--- config.mk ---
export PLATFORM = sky130hd
export DESIGN_NAME = fixed_div_iter
export DESIGN_NICKNAME = d
export VERILOG_FILES = /design/src/rtl/fixed_div_pkg.sv /design/src/rtl/fixed_div_step.sv /design/src/rtl/fixed_div_iter.sv
export SDC_FILE = /design/constraint.sdc
export NUM_CORES = 1
export LEC_CHECK = 0
export ABC_AREA = 1
export BUFFER_PORTS_ARGS = -buffer_cell sky130_fd_sc_hd__buf_2
export CAP_MARGIN = 20
export CORE_MARGIN = 1
export CORE_UTILIZATION = 53
export DETAILED_ROUTE_END_ITERATION = 6
export GPL_TIMING_DRIVEN = 0
export PLACE_DENSITY_LB_ADDON = 0.08
export SLEW_MARGIN = 20
export SYNTH_ARGS = -nofsm -noshare
export SYNTH_HDL_FRONTEND = slang
export SYNTH_SLANG_ARGS = --single-unit
--- constraint.sdc ---
create_clock -name aclk -period 1.9 [get_ports aclk]
set_clock_uncertainty 0.15 [all_clocks]
set_input_delay 0.095 -clock aclk [delete_from_list [all_inputs] [get_ports aclk]]
set_output_delay 0.095 -clock aclk [all_outputs]
set_load 0.02 [all_outputs]
--- src/rtl/fixed_div_pkg.sv ---
// Shared types and helpers for the iterative fixed-point divider.
package fixed_div_pkg;

  typedef enum logic [2:0] {
    ST_IDLE,
    ST_PREP,
    ST_ITER,
    ST_FIX,
    ST_OUT
  } state_t;

  // Bit positions inside m_axis_tuser
  localparam int TUSER_DBZ = 0;
  localparam int TUSER_OVF = 1;

  // Quotient width: integer dividend bits plus fractional extension
  function automatic int qw(input int width_a, input int frac_bits);
    return width_a + frac_bits;
  endfunction

endpackage

--- src/rtl/fixed_div_step.sv ---
// One restoring-division step: shift in a dividend bit, subtract |b| when it fits.
module fixed_div_step #(
  parameter int WIDTH_B = 8
) (
  input  logic [WIDTH_B:0] i_rem,
  input  logic             i_bit,
  input  logic [WIDTH_B:0] i_bmag,
  output logic [WIDTH_B:0] o_rem,
  output logic             o_qbit
);

  logic [WIDTH_B:0] w_trial;
  logic [WIDTH_B:0] w_diff;

  // The trial value always fits WIDTH_B+1 bits because rem < |b| on entry;
  // the dropped rem MSB still forces a subtract if it were ever set.
  always_comb begin
    w_trial = {i_rem[WIDTH_B-1:0], i_bit};
    w_diff  = w_trial - i_bmag;
    o_qbit  = i_rem[WIDTH_B] | (w_trial >= i_bmag);
    o_rem   = o_qbit ? w_diff : w_trial;
  end

endmodule

--- src/rtl/fixed_div_iter.sv ---
// Iterative restoring fixed-point divider, one quotient bit per clock,
// AXI-Stream operand/result channels with divide-by-zero and overflow flags.
module fixed_div_iter
  import fixed_div_pkg::*;
#(
  parameter int SIGNED    = 1,
  parameter int WIDTH_A   = 16,
  parameter int WIDTH_B   = 8,
  parameter int FRAC_BITS = 0
) (
  input  logic                                      aclk,
  input  logic                                      areset,
  input  logic [WIDTH_A-1:0]                        s_axis_a_tdata,
  input  logic                                      s_axis_a_tvalid,
  output logic                                      s_axis_a_tready,
  input  logic [WIDTH_B-1:0]                        s_axis_b_tdata,
  input  logic                                      s_axis_b_tvalid,
  output logic                                      s_axis_b_tready,
  output logic [qw(WIDTH_A, FRAC_BITS)+WIDTH_B-1:0] m_axis_tdata,
  output logic [1:0]                                m_axis_tuser,
  output logic                                      m_axis_tvalid,
  input  logic                                      m_axis_tready
);

  localparam int QW    = qw(WIDTH_A, FRAC_BITS);
  localparam int OW    = QW + WIDTH_B;
  localparam int CNT_W = $clog2(QW + 1);

  localparam logic [QW-1:0] QMIN = QW'(1) << (QW - 1);
  localparam logic [QW-1:0] QMAX = ~QMIN;

  state_t r_state;
  state_t w_state_nxt;

  logic                 r_rdy;
  logic                 r_tvalid;
  logic [OW-1:0]        r_tdata;
  logic [1:0]           r_tuser;
  logic [CNT_W-1:0]     r_cnt;

  logic [WIDTH_A-1:0]   r_a;
  logic [WIDTH_B-1:0]   r_b;
  logic [QW-1:0]        r_shift;
  logic [QW-1:0]        r_quot;
  logic [WIDTH_B:0]     r_rem;
  logic [WIDTH_B:0]     r_bmag;
  logic                 r_qsign;
  logic                 r_rsign;
  logic                 r_dbz;

  logic                 w_capture;
  logic                 w_sa;
  logic                 w_sb;
  logic [WIDTH_A:0]     w_amag;
  logic [WIDTH_B:0]     w_bmag;
  logic [QW-1:0]        w_shift_init;
  logic [WIDTH_B:0]     w_rem_nxt;
  logic                 w_qbit;
  logic                 w_ovf;
  logic [QW-1:0]        w_q_fix;
  logic [WIDTH_B-1:0]   w_r_fix;

  // Magnitude of a WIDTH_A operand, one bit wider so the most negative value is exact
  function automatic logic [WIDTH_A:0] mag_a(input logic [WIDTH_A-1:0] v);
    logic signed [WIDTH_A:0] ext;
    ext = (SIGNED != 0) ? {v[WIDTH_A-1], v} : {1'b0, v};
    return ext[WIDTH_A] ? -ext : ext;
  endfunction

  // Magnitude of a WIDTH_B operand, one bit wider so the most negative value is exact
  function automatic logic [WIDTH_B:0] mag_b(input logic [WIDTH_B-1:0] v);
    logic signed [WIDTH_B:0] ext;
    ext = (SIGNED != 0) ? {v[WIDTH_B-1], v} : {1'b0, v};
    return ext[WIDTH_B] ? -ext : ext;
  endfunction

  // Quotient saturation for divide-by-zero and signed overflow
  function automatic logic [QW-1:0] sat_quot(input logic dbz, input logic ovf,
                                             input logic neg_a, input logic [QW-1:0] q);
    if (dbz) begin
      if (SIGNED == 0) return '1;
      return neg_a ? QMIN : QMAX;
    end
    if (ovf) return QMAX;
    return q;
  endfunction

  // Remainder is forced to zero whenever the quotient saturates
  function automatic logic [WIDTH_B-1:0] sat_rem(input logic dbz, input logic ovf,
                                                 input logic [WIDTH_B-1:0] r);
    return (dbz || ovf) ? '0 : r;
  endfunction

  assign s_axis_a_tready = r_rdy;
  assign s_axis_b_tready = r_rdy;
  assign m_axis_tvalid   = r_tvalid;
  assign m_axis_tdata    = r_tdata;
  assign m_axis_tuser    = r_tuser;

  assign w_capture = (r_state == ST_IDLE) && r_rdy && s_axis_a_tvalid && s_axis_b_tvalid;

  fixed_div_step #(.WIDTH_B(WIDTH_B)) u_step (
    .i_rem  (r_rem),
    .i_bit  (r_shift[QW-1]),
    .i_bmag (r_bmag),
    .o_rem  (w_rem_nxt),
    .o_qbit (w_qbit)
  );

  // Operand preparation and sign-correction/saturation of the finished result
  always_comb begin
    w_sa         = (SIGNED != 0) && r_a[WIDTH_A-1];
    w_sb         = (SIGNED != 0) && r_b[WIDTH_B-1];
    w_amag       = mag_a(r_a);
    w_bmag       = mag_b(r_b);
    w_shift_init = QW'(w_amag) << FRAC_BITS;
    w_ovf        = (SIGNED != 0) && !r_dbz && !r_qsign && (r_quot == QMIN);
    w_q_fix      = sat_quot(r_dbz, w_ovf, r_rsign, r_qsign ? -r_quot : r_quot);
    w_r_fix      = sat_rem(r_dbz, w_ovf,
                           r_rsign ? -r_rem[WIDTH_B-1:0] : r_rem[WIDTH_B-1:0]);
  end

  // Next-state logic
  always_comb begin
    w_state_nxt = r_state;
    case (r_state)
      ST_IDLE: if (w_capture) w_state_nxt = ST_PREP;
      ST_PREP: w_state_nxt = ST_ITER;
      ST_ITER: if (r_cnt == CNT_W'(QW - 1)) w_state_nxt = ST_FIX;
      ST_FIX:  w_state_nxt = ST_OUT;
      ST_OUT:  if (m_axis_tready) w_state_nxt = ST_IDLE;
      default: w_state_nxt = ST_IDLE;
    endcase
  end

  // State register and registered handshake/result outputs
  always_ff @(posedge aclk or posedge areset) begin
    if (areset) begin
      r_state  <= ST_IDLE;
      r_rdy    <= 1'b0;
      r_tvalid <= 1'b0;
      r_tdata  <= '0;
      r_tuser  <= '0;
      r_cnt    <= '0;
    end else begin
      r_state  <= w_state_nxt;
      r_rdy    <= (w_state_nxt == ST_IDLE);
      r_tvalid <= (w_state_nxt == ST_OUT);
      if (r_state == ST_PREP) r_cnt <= '0;
      else if (r_state == ST_ITER) r_cnt <= r_cnt + 1'b1;
      if (r_state == ST_FIX) begin
        r_tdata            <= {w_q_fix, w_r_fix};
        r_tuser[TUSER_DBZ] <= r_dbz;
        r_tuser[TUSER_OVF] <= w_ovf;
      end
    end
  end

  // Datapath registers: operand capture, preparation and restoring iteration
  always_ff @(posedge aclk) begin
    if (w_capture) begin
      r_a <= s_axis_a_tdata;
      r_b <= s_axis_b_tdata;
    end
    if (r_state == ST_PREP) begin
      r_shift <= w_shift_init;
      r_quot  <= '0;
      r_rem   <= '0;
      r_bmag  <= w_bmag;
      r_qsign <= w_sa ^ w_sb;
      r_rsign <= w_sa;
      r_dbz   <= (r_b == '0);
    end else if (r_state == ST_ITER) begin
      r_shift <= r_shift << 1;
      r_quot  <= (r_quot << 1) | QW'(w_qbit);
      r_rem   <= w_rem_nxt;
    end
  end

endmodule

* After elaboration in Yosys (flattened, before gate mapping)
Cells that the tools add are included.
** Storage, ports and cells
- Flip-flop bits (word level) :: 113
- Logic and storage cells :: 67
- Output and inout port bits :: 29
** Cells by class
- Order comparisons :: 1
- Mux-type cells :: 22
- Equality and inequality tests :: 7
- Reductions and logical operators :: 12
- Add/sub/neg operators :: 6
- Bitwise logic cells :: 3
** Operators with widths (count)
- $mux 16 :: 9
- $neg 16->16 :: 2
- $eq 16x16->1 const B :: 1
- $mux 8 :: 2
- $or 16x1->16 :: 1
- $pmux 3 s5 :: 1
- $mux 5 :: 2
- $ge 9x9->1 :: 1
- $mux 3 :: 3
- $mux 9 :: 1
- $neg 8->9 :: 1
- $sub 9x9->9 :: 1
- $logic_not 8->1 :: 1
- $neg 8->8 :: 1
- $mux 7 :: 1
- $eq 3x2->1 const B :: 2
- $eq 3x3->1 const B :: 2
- $logic_not 3->1 :: 2
- $add 5x1->5 const B :: 1
- $eq 5x4->1 const B :: 1
- $logic_and 1x1->1 :: 5
- $eq 3x1->1 const B :: 1
- $mux 1 :: 3
- $logic_not 1->1 :: 2
- other kinds (4) :: 4

* Depth between registers and ports, before layout
- Word-level depth :: 7
- Gate-level depth with buffers :: 14

* By module
From an unflattened synthesis, not the netlist that was laid out.
** Unflattened totals
- Cell total of the unflattened synthesis :: 733
- Area, all modules :: 6008.3 µm²
** Modules (own cells, without submodules)
- fixed_div_iter :: seq. area each 2962.8 µm², times used 1, cells an instance 588, area an instance 5231.3 µm²
- fixed_div_step :: seq. area each 0.0 µm², times used 1, cells an instance 145, area an instance 777.0 µm²

* Worst setup path after synthesis
OpenSTA, ideal clock, no wires.
- Path type :: reg2reg
- From :: register r_state[2]
- To :: register r_shift[0], enable pin
- Arrival time :: 1556 ps
- Library setup time :: 322 ps
- Clock period less this slack :: 2028 ps
- Cell stages (with the launch flop) :: 5
- Setup slack :: -128 ps
- Path through :: dfrtp_1 -> nor3_4 -> inv_4 -> nand2_4 -> buf_4
** On the way
- Longest elaborated chain between the ends :: 2
** Ends and longest elaborated chain
- start: declaration :: RTL line fixed_div_iter.sv:32 : state_t r_state;
- start signal: assignment :: RTL line fixed_div_iter.sv:146 : r_state <= w_state_nxt;
- $eq 3x1->1 or $eq 3x2->1 (tied branches) :: RTL line fixed_div_iter.sv:165, fixed_div_iter.sv:173
- $reduce_bool 2->1 (no source line) (*)
- end signal: assignment :: RTL line fixed_div_iter.sv:166 : r_shift <= w_shift_init;
- end signal: assignment :: RTL line fixed_div_iter.sv:174 : r_shift <= r_shift << 1;
- end: declaration :: RTL line fixed_div_iter.sv:43 : logic [QW-1:0] r_shift;
Mark *: on every way between the ends. The rest lies on a longest branch, timed or not.
A chain may end at the register's enable or synchronous reset.

* Worst setup path after layout
- From :: register r_rem[2]
- To :: register r_rem[5]
** On the way
- Longest elaborated chain between the ends :: 3
** Ends and longest elaborated chain
- start: declaration :: RTL line fixed_div_iter.sv:45 : logic [WIDTH_B:0] r_rem;
- start signal: assignment :: RTL line fixed_div_iter.sv:176 : r_rem <= w_rem_nxt;
- $ge 9x9->1 :: RTL line fixed_div_step.sv:20 : o_qbit = i_rem[WIDTH_B] | (w_trial >= i_bmag);
- $or 1x1->1 :: RTL line fixed_div_step.sv:20
- $mux 9 (*) :: RTL line fixed_div_step.sv:21 : o_rem = o_qbit ? w_diff : w_trial;
Marked as above.

==> key figures <==
Worst setup path
  – Arr. time, crit path: around 2.2 ns
  – CP Depth: 13
  – Worst R2R Start: r_rem[2]
  – CP dominant cell by count: nand2_4
  – Critical Path Max Stage Delay: about 0.37 ns
  – Crit path to: r_rem[5]
  – Origin of the worst setup path: r_rem[2]
  – R2r setup slk: -0.02 ns
  – CP bufs+invs: 2
  – Startpoint Class: flip-flop
  – Reg-to-Reg End: r_rem[5]
  – Worst Setup Path Type: reg -> reg
  – Peak fanout along the critical path: 6
  – Worst EP required: between 2 and 2.5 ns
  – CP max stage cell: dfxtp_2
  – Reg2reg path depth: 13
  – Crit end category: flip-flop
  – Crit-path leading delay family: simple AND/OR/NAND/NOR gates
  – Crit-path cells: ha_4 -> nand3_4 -> nor2_4 -> nand2_4 -> nand2_4 -> nor2_4 -> nand2_4 -> nand2_8 -> buf_6 -> nand3_2 -> nand3_2 -> nand2_1 -> inv_1

Logic synthesis
  – Synth top area share: a little over a quarter
  – Mapped Cells: 653
  – Post-Syn Nets: around 700
  – Synth warn: 0
  – Post-synth top area cell: edfxtp_1
  – Post-synth top cells: 162 x nand2_1, 77 x inv_1, 54 x nor2_1, 52 x edfxtp_1, 51 x nand3_1
  – Syn Area/Cell: approximately 8.7 um^2
  – Sequential element share of the synthesized area: 52.1%
  – Count leader, synth: nand2_1
  – Ys async rst share: a little under a third
  – Top post-synthesis cells by area: edfxtp_1 27%, dfrtp_1 16%, nand2_1 11%
  – Yosys cell types: 38
  – Synthesis-stage register bit count: ~110
  – Area of the mapped netlist: approximately 5700 um^2
  – Post-synth EDFFs: between 50 and 60
  – Ys flop type: edfxtp_1

Pwr
  – Clock Power Share: 27.4%
  – Psw: roughly 0.0045 W
  – Leak Pwr: roughly 3.5 nW
  – Pwr/cell area: approximately 1600 nW/um^2
  – Part of the power in registers: about a third
  – Switching Share: a little under two fifths
  – Comb power frac: just under 40%
  – Total power: ~0.012 W
  – VDD IR-drop max: 678 uV
  – P_int: ~0.0075 W

Clocking
  – Worst-case clock buffer depth: 2
  – Clock Latency Late Sink: approximately 0.52 ns
  – CTS Root Cell: clkbuf_8
  – Reg clk slew, reported paths: about 0.060 ns
  – Sinks on Clock Net: approximately 110
  – H-tree level count: 4
  – CTS Buf Count: 17
  – CTS tree: yes

Route
  – Final wirelength: between 10000 and 15000 um
  – Antenna viol nets, final: 0
  – Via count: about 4700
  – DR iter-0 viols: 212
  – Residual DRC count: 0
  – First-pass DRT Iterations: 4
  – Via-to-Cell Ratio: 5.11
  – WL/cell: between 10 and 15 um

Global route
  – Gr usage total: roughly a quarter
  – Global-route wire length before repair: ~21000 um
  – Initial antenna violation count: 0
  – Vias in the first global route: 4460
  – Largest net degree at the start of global routing: 37
  – GR Overflow Total: 0

Status
  – Status: complete, but fails checks
  – Failing checks: negative setup slack

Placed design
  – Routability Congestion: about 0.87
  – Dpl hpwl: between 8000 and 9000 um
  – I/O Buffers: 57

Cells and area
  – Fin util: between 70% and 80%
  – Area grow syn2layout: 32.5%
  – Nets@finish: about 820
  – Number of diodes: 0
  – FILL cells: between 700 and 800
  – Layout cells sized above 1: between 20 and 30%

Timing
  – Worst-Margin Slew: roughly 0.73 ns
  – RSZ-0062 raised after global routing: true
  – Final Slew Violations: 0
  – Hold Vio Cnt, Final: 0
  – Fmax: around 520 MHz
  – Setup violators final: 5
  – Tcrit/Tclk final: 101%
  – Min Tclk post-route: around 1.9 ns
  – Final WS setup: -0.0219 ns
  – Worst rel slew slack: a little over 50%

Floorplanning
  – Core Box Area: between 10000 and 15000 um^2
  – Die Y: 106 um
  – Die area: roughly 11000 um^2
  – Die width: between 100 and 150 um
  – Ports: 58
  – Starting density of the core: 54.8%
  – Cell Rows: 37

Worst hold path
  – Hold Path Class: in -> async

Flow run
  – Max cap viols: 0
==> logic make-up (layout without fill, tap and decap cells) <==
group,after synthesis,count (layout),share of synthesized area (%)
other cells,1,1,0.0660
xor+xnor,32,32,4.93
simple gates,302,302,23.3
buf+inv,102,238,7.11
flops,113,113,52.1
fa+ha+maj,16,16,3.66
compound gates,87,87,8.81
==> worst min-delay path by stage <==
stage                       start              end
4_1_cts                    areset  m_axis_tdata[3]
3_5_place_dp               areset  m_axis_tdata[4]
5_1_grt        s_axis_a_tdata[11]          r_a[11]
6_report                   areset  m_axis_tdata[3]
2_1_floorplan   s_axis_a_tdata[0]           r_a[0]
3_3_place_gp    s_axis_a_tdata[0]           r_a[0]
==> power by group through the flow <==
stage          Combinational [W]  Sequential [W]  Clock, W
3_5_place_dp             0.00404         0.00398         0
4_1_cts                  0.00426         0.00398   0.00335
3_3_place_gp             0.00395         0.00396         0
5_1_grt                  0.00530         0.00410   0.00346
2_1_floorplan            0.00278         0.00418         0
6_report                 0.00473         0.00401   0.00330
==> through the flow <==
stage | hold WS (ns) | area (um^2) | cells | worst slack, ns | TNS (ns)
2_1_floorplan | 0.0439 | 5700 | 653 | -0.0000282 | -0.000451
3_3_place_gp | 0.121 | 6150 | 846 | -0.429 | -20.50
3_5_place_dp | 0.116 | 6150 | 846 | -0.444 | -22.71
4_1_cts | 0.116 | 7190 | 910 | 0.00415 | 0
5_1_grt | 0.138 | 7530 | 925 | -0.122 | -0.682
6_report | 0.0981 | 7530 | 925 | -0.0219 | -0.0502
==> layer usage <==
metal  track usage [%]  share of wire (%)
met5                 0                  0
met4              9.62                1.7
met3              3.71                3.2
met2              40.1                 49
met1              30.2                 46
==> placed cells by master (no fill, tap or decap), types with 16 or more instances in the layout <==
cell           count
buf_2             62
buf_4             17
clkbuf_16         16
dfrtp_1           36
dfxtp_1           17
dlygate4sd3_1     28
edfxtp_1          52
inv_1             63
inv_2             19
nand2_1          154
nand3_1           42
nor2_1            45
o21ai_0           25
o21ai_1           20
o22ai_1           16
xor2_1            26
==> cell type report <==
cell class / instances / area [um^2] / share of cell area (%)
Clock inverter: 13 / 191 / 2.54
Clock buffer: 19 / 422 / 5.60
Buffer: 18 / 105 / 1.40
Multi-Input combinational cell: 438 / 2610 / 34.7
Tap cell: 136 / 170 / 2.26
Timing Repair inverter: 1 / 7.51 / 0.0997
Inverter: 84 / 322 / 4.27
Sequential cell: 113 / 2970 / 39.5
Timing Repair Buffer: 103 / 729 / 9.69
==> tightest hold or removal path, stage by stage <==
cell and delay [ns]:
dlygate4sd3_1 0.53, buf_2 0.12, inv_2 0.53
==> state kept, by name, summed over array words and instances, names as in the netlist <==
name,flops
r_b,8
s_axis_a_tready,1
r_dbz,1
r_rsign,1
r_a,16
r_state,3
r_quot,16
r_bmag,9
m_axis_tuser,2
r_qsign,1
r_rem,9
r_cnt,5
m_axis_tdata,24
m_axis_tvalid,1
r_shift,16
==> repair_timing <==
item / in CTS / in global routing
setup endpoints to repair: 88 / 57
pin swaps: 5 / 24
setup buffers: 4 / 14
endpoints found under the hold margin: 64 / 0
hold buffers: 28 / 0
gates cloned: 0 / 1
gates resized for setup: 21 / 66
Note: power is estimated with default switching activity, not from simulation.
